File: config.mk
export PLATFORM = sky130hd
export DESIGN_NAME = apu_aout_sequencer
export DESIGN_NICKNAME = d
export VERILOG_FILES = /design/src/rtl/apu_aout_sequencer.sv
export SDC_FILE = /design/constraint.sdc
export NUM_CORES = 1
export LEC_CHECK = 0
export ABC_CLOCK_PERIOD_IN_PS = 2800
export CELL_PAD_IN_SITES_DETAIL_PLACEMENT = 1
export CELL_PAD_IN_SITES_GLOBAL_PLACEMENT = 2
export CORE_MARGIN = 5
export CORE_UTILIZATION = 25
export CTS_BUF_LIST = sky130_fd_sc_hd__clkbuf_8 sky130_fd_sc_hd__clkbuf_16
export DETAILED_ROUTE_END_ITERATION = 7
export PLACE_DENSITY = 0.76
export SKIP_CTS_REPAIR_TIMING = 1
export SYNTH_ARGS = -nofsm -noshare
export SYNTH_HDL_FRONTEND = slang
export SYNTH_SLANG_ARGS = --single-unit
File: constraint.sdc
create_clock -name clk -period 2.8 [get_ports clk]
set_input_delay 0.56 -clock clk [delete_from_list [all_inputs] [get_ports clk]]
set_output_delay 0.56 -clock clk [all_outputs]
set_load 0.005 [all_outputs]
File: src/rtl/apu_aout_sequencer.sv
// Audio-out lowpass filter timing controller.
// Divides clk down to the oversampled tick rate, strobes the FIR (en / en_shift),
// and pulls one mixer sample per 16-tick frame, holding the last sample on underflow.
module apu_aout_sequencer #(
    parameter int W_DIV = 8
) (
    input  logic             clk,
    input  logic             rst,
    input  logic             enable,
    input  logic [W_DIV-1:0] div,
    input  logic             s_valid,
    output logic             s_ready,
    input  logic [15:0]      s_data,
    output logic             flt_en,
    output logic             flt_en_shift,
    output logic [15:0]      flt_d,
    output logic [3:0]       phase,
    output logic             underflow,
    input  logic             underflow_clr
);

    logic [W_DIV-1:0] div_ctr;
    logic [15:0]      last_sample;
    logic             tick;
    logic             shift_tick;
    logic             take;

    // Tick is gated by rst so every strobe is low while reset is held,
    // even though div_ctr sits at zero during reset.
    assign tick       = enable && !rst && (div_ctr == '0);
    assign shift_tick = tick && (phase == 4'd0);
    assign take       = shift_tick && s_valid;

    assign flt_en       = tick;
    assign flt_en_shift = shift_tick;
    assign s_ready      = shift_tick;
    // Zero-latency path: an accepted sample reaches the filter in its handshake cycle.
    assign flt_d        = take ? s_data : last_sample;

    // Down-counting divider; reload (with the current div) when idle or at terminal count.
    always_ff @(posedge clk or posedge rst) begin
        if (rst) begin
            div_ctr <= '0;
        end else if (!enable || (div_ctr == '0)) begin
            div_ctr <= div;
        end else begin
            div_ctr <= div_ctr - W_DIV'(1);
        end
    end

    // Oversample phase; forced to 0 while idle so each enable starts a fresh frame.
    always_ff @(posedge clk or posedge rst) begin
        if (rst) begin
            phase <= 4'd0;
        end else if (!enable) begin
            phase <= 4'd0;
        end else if (tick) begin
            phase <= phase + 4'd1;
        end
    end

    // Capture the accepted sample so it can be repeated on underflow.
    always_ff @(posedge clk or posedge rst) begin
        if (rst) begin
            last_sample <= 16'h0000;
        end else if (take) begin
            last_sample <= s_data;
        end
    end

    // Sticky underflow flag; a new underflow beats a coincident clear.
    always_ff @(posedge clk or posedge rst) begin
        if (rst) begin
            underflow <= 1'b0;
        end else if (shift_tick && !s_valid) begin
            underflow <= 1'b1;
        end else if (underflow_clr) begin
            underflow <= 1'b0;
        end
    end

endmodule

# Yosys cells after proc, flatten, opt, wreduce, memory -nomap -nowiden
# Cells that the tools add are included.
# op_classes
add_sub_neg	2
multipliers	0
n_div	0
magnitude_cmp	0
n_eq_ne	1
shifts	0
mux	6
n_bitwise	0
n_reduce_logical	12
# ops
cell	n
two-way mux 16 bit	1
zero test 8 bit	1
two-way mux 4 bit	2
two-way mux 8 bit	1
subtractor 8 x 1 -> 8 bit, second input constant	1
logical AND 1 bit	5
adder 4 x 1 -> 4 bit, second input constant	1
zero test 4 bit	1
zero test 1 bit	3
two-way mux 1 bit	2
!= test 2 x 1 -> 1 bit, second input constant	1
nonzero test 2 bit	1
logical OR 1 bit	1
# word_totals
ff_bits	29
latchBits	0
ram_bits	0
romBits	0
output_inout_bits	24
word_cells	25
mem_count	0

# Depth between registers and ports, before layout
# depth
word_depth	6
ltp_mapped	8

# Worst setup path after synthesis
# OpenSTA, ideal clock, no wires.
# synth_timing
path_kind	flip-flop to output port
startpoint	register div_ctr[2]
endpoint	output flt_d[10]
t_arrival_ns	2.173
required_ns	2.240
path_slack_ns	0.067
path_stages_with_launch	8
path_buffers	3
cell_sequence	dfrtp_1 or4_4 buf_6 nor4_4 and3_1 buf_6 buf_12 mux2_4
# synth_between
elab_chain_len	5
# synth_lines
item	line	source
from (decl)	22	logic [W_DIV-1:0] div_ctr;
from (signal assigned)	45	div_ctr <= div;
from (signal assigned)	47	div_ctr <= div_ctr - W_DIV'(1);
zero test 8 bit	30	assign tick = enable && !rst && (div_ctr == '0);
logical AND 1 bit	30	
logical AND 1 bit	31	assign shift_tick = tick && (phase == 4'd0);
logical AND 1 bit	32	assign take = shift_tick && s_valid;
two-way mux 16 bit	38	assign flt_d = take ? s_data : last_sample;
to (decl)	16	output logic [15:0] flt_d,
# No other way between the ends.

# Worst setup path in the final report
# layout_timing
startpoint	register div_ctr[1]
endpoint	output flt_d[14]
# Same word-level chain as after synthesis.

==> metrics.md <==
| Metric | Value |
|---|---|
| CP Capture Type | output port |
| Total Neg Setup Slack | -0.964 ns |
| Initial antenna violation count | 0 |
| Multi-input gate area | slightly below 700 µm² |
| Routed via count | around 1300 |
| Synth Area in Adders | 2.59% |
| Post-synthesis mux area share | 17.1% |
| Chip height | around 86 µm |
| Clock slew at reported path FFs | 0.07 ns |
| Cells after Synth | 121 |
| Worst Max-Slew Pin Slew | 0.670 ns |
| Post-synth ARST share | 100% |
| Cell Pwr Density | between 400 and 500 nW/µm² |
| HPWL Detailed | about 3300 µm |
| CTS tree | built |
| Finished Core Util | a little over two fifths |
| Outcome | complete, but fails checks |
| DIE WIDTH | 86.1 µm |
| Final WL | roughly 4400 µm |
| Violated checks | negative setup slack |
| Final hold vios | 0 |
| Synth warn | 0 |
| Routed Antenna Nets | 0 |
| Main combinational cell family by area after synthesis | multiplexers |
| Critical path launch point | div_ctr[1] |
| Critical Path AT | ~2.4 ns |
| Flops & latches, synth | 29 |
| Cell Chain, Critical Path | inv_1 > ha_2 > or2b_4 > nor4_4 > and3_4 > buf_12 > buf_12 > buf_4 > mux2_4 > buf_6 |
| Worst vdd ir | approximately 0.00019 V |
| Routability-driven placement congestion ratio | ~0.8 |
| Via/cell ratio | 4.52 |
| CP max stage delay | approximately 0.38 ns |
| Nets | about 240 |
| Fmax | about 340 MHz |
| Fillcell total | 622 |
| Clock tree buffer depth | 2 |
| Antenna cells | 0 |
| CTS Sinks | 29 |
| Synth Cell Area | approximately 1400 µm² |
| Syn_nets | approximately 150 |
| Cts bufs inserted | 5 |
| Initial DRC Count | 51 |
| Worst Hold Class | reg2reg |
| Netlist cell types | 35 |
| GRT Total Usage | 11.4% |
| Min cycle time layout | 2.93 ns |
| Total Power | 1.07 mW |
| Synth-to-Final Area Change | 65.1% |
| Vias in the first global route | roughly 1300 |
| Largest net degree at the start of global routing | 24 |
| Max-cap violations | 0 |
| Endpoints failing setup | 16 |
| GRT overflow | 0 |
| Number of synthesized flops with an enable pin | 0 |
| Row count | 27 |
| Later-pin clock latency in the skew report | 0.28 ns |
| I/O Buffers | 52 |
| Critical path class | reg2out |
| Post-route setup slack | -0.128 ns |
| First-pass GRT wire length | roughly 6700 µm |
| Most used DFF post-synth | dfrtp_1 |
| HP Start | last_sample[1] |
| WP data required | approximately 2.2 ns |
| Avg Inst Size Synth | between 10 and 15 µm² |
| Starting Density | between 20% and 30% |
| RSZ-0062 raised after global routing | true |
| Tcrit/Tclk final | 105% |
| Pre-CTS setup slack | -0.704 ns |
| Clock Skew | just over 0.008 ns |
| Clock Tree Root | clkbuf_8 |
| Wirelength per Cell | 16.0 µm |
| Startpoint Class | flip-flop |
| Synth Area in XOR/XNOR | 2.42% |
| FF-to-FF Start | div_ctr[5] |
| CP max stage cell | dfrtp_1 |
| Simple-Gate Fraction of Synth Area | a little over an eighth |
| Pins Over Slew Limit | 0 |
| Crit-path max FO | 7 |
| Drt drc | 0 |
| Synth Area in Compound Gates | around 8% |
| Relative slew slack | 55.1% |
| Initial DRT Pass Iterations | 4 |
| Core area | 5570 µm² |
| Leakage | about 1.2 nW |
| H-tree depth | 2 |
| Crit path top cell by count | buf_12 |
| Layout cells sized above 1 | a little over two fifths |
| Register area | approximately 730 µm² |
| DIE AREA | 7420 µm² |
| Seq/Total Area, Yosys | ~50% |
| Worst hold slack | approximately 0.5 ns |
| I/O pin count | 53 |
-- cells by family (layout without fill, tap and decap cells) --
| family | count (synthesis) | in the layout |
|---|---|---|
| AND/OR/NAND/NOR | 34 | 34 |
| AO/OA/AOI/OAI | 17 | 17 |
| adder cells (fa/ha/maj) | 3 | 3 |
| XOR/XNOR | 4 | 4 |
| flip-flops | 29 | 29 |
| buffers and inverters | 15 | 100 |
| multiplexers | 19 | 19 |
-- layout by cell type, fill, tap and decap left out, drive strengths merged, types with 3 or more instances in the layout --
master,netlist,layout
buf,4,36
clkbuf,2,19
mux2,16,16
nand2,10,10
inv,9,9
mux2i,3,3
dfrtp,29,29
ha,3,3
nor2,9,9
o21ai,8,8
clkdlybuf4s50,0,32
dlymetal6s2s,0,3
-- worst paths after layout --
| kind | depth (start not counted) | endpoint | slack (ns) |
|---|---|---|---|
| max in group asynchronous | 4 | last_sample[14] | 1.45 |
| max reg2reg | 6 | div_ctr[5] | 0.52 |
| max | 10 | flt_d[14] | -0.13 |
| min in group asynchronous | 3 | phase[2] | 0.75 |
| min reg2reg | 1 | last_sample[1] | 0.49 |
| min | 1 | last_sample[1] | 0.49 |
-- synthesized netlist by cell type, drive strengths merged, types with 2 or more instances --
master | n | area, µm²
a21oi | 2 | 10.0
a311oi | 2 | 17.5
and3 | 2 | 12.5
buf | 4 | 50.1
clkbuf | 2 | 11.3
dfrtp | 29 | 726
ha | 3 | 37.5
inv | 9 | 33.8
mux2 | 16 | 218
mux2i | 3 | 30.0
nand2 | 10 | 37.5
nand3b | 2 | 15.0
nor2 | 9 | 33.8
nor4 | 2 | 27.5
o21ai | 8 | 40.0
or2b | 2 | 17.5
or4 | 2 | 20.0
xnor2 | 2 | 17.5
xor2 | 2 | 17.5
-- flip-flops by register name, indices dropped and copies added (netlist names) --
signal       flops
underflow        1
phase            4
last_sample     16
div_ctr          8
-- power breakdown --
group / internal (mW) / switching, mW
combinational: 0.133 / 0.0945
sequential: 0.447 / 0.0164
clock: 0.222 / 0.159
-- per-stage QoR --
step | instance area, µm² | instances
after detailed placement | 2120 | 254
after floorplan | 1450 | 121
final | 2390 | 278
after global routing | 2390 | 278
after global placement | 2120 | 254
after CTS | 2220 | 262
-- layout make-up --
class / count / share of cell area, %
tap: 72 / 3.77
timing repair buffer: 83 / 31.3
clock buffer: 7 / 4.03
multi-input combinational: 77 / 28.9
clock inverter: 1 / 0.209
inverter: 9 / 1.41
sequential: 29 / 30.3
-- worst max-delay path: cells and delay by family, from the launching register on --
kind          cells  cell delay, ns
flops             1            0.38
mux               1            0.30
buf+inv           5            0.51
simple gates      3            0.74
fa+ha+maj         1            0.17
-- metal layers --
layer  GRT usage [%]  part of all wire, %  vias to the layer above  wire length, µm
met3            3.55                  6.3                        2              279
met2            19.5                   51                       43             2250
met5               0                    0                        -                0
met1            13.9                   43                      629             1900
li1                -                    -                      583                -
met4            3.02                 0.32                        0               14
No activity file was read; power rests on OpenSTA's default activity.
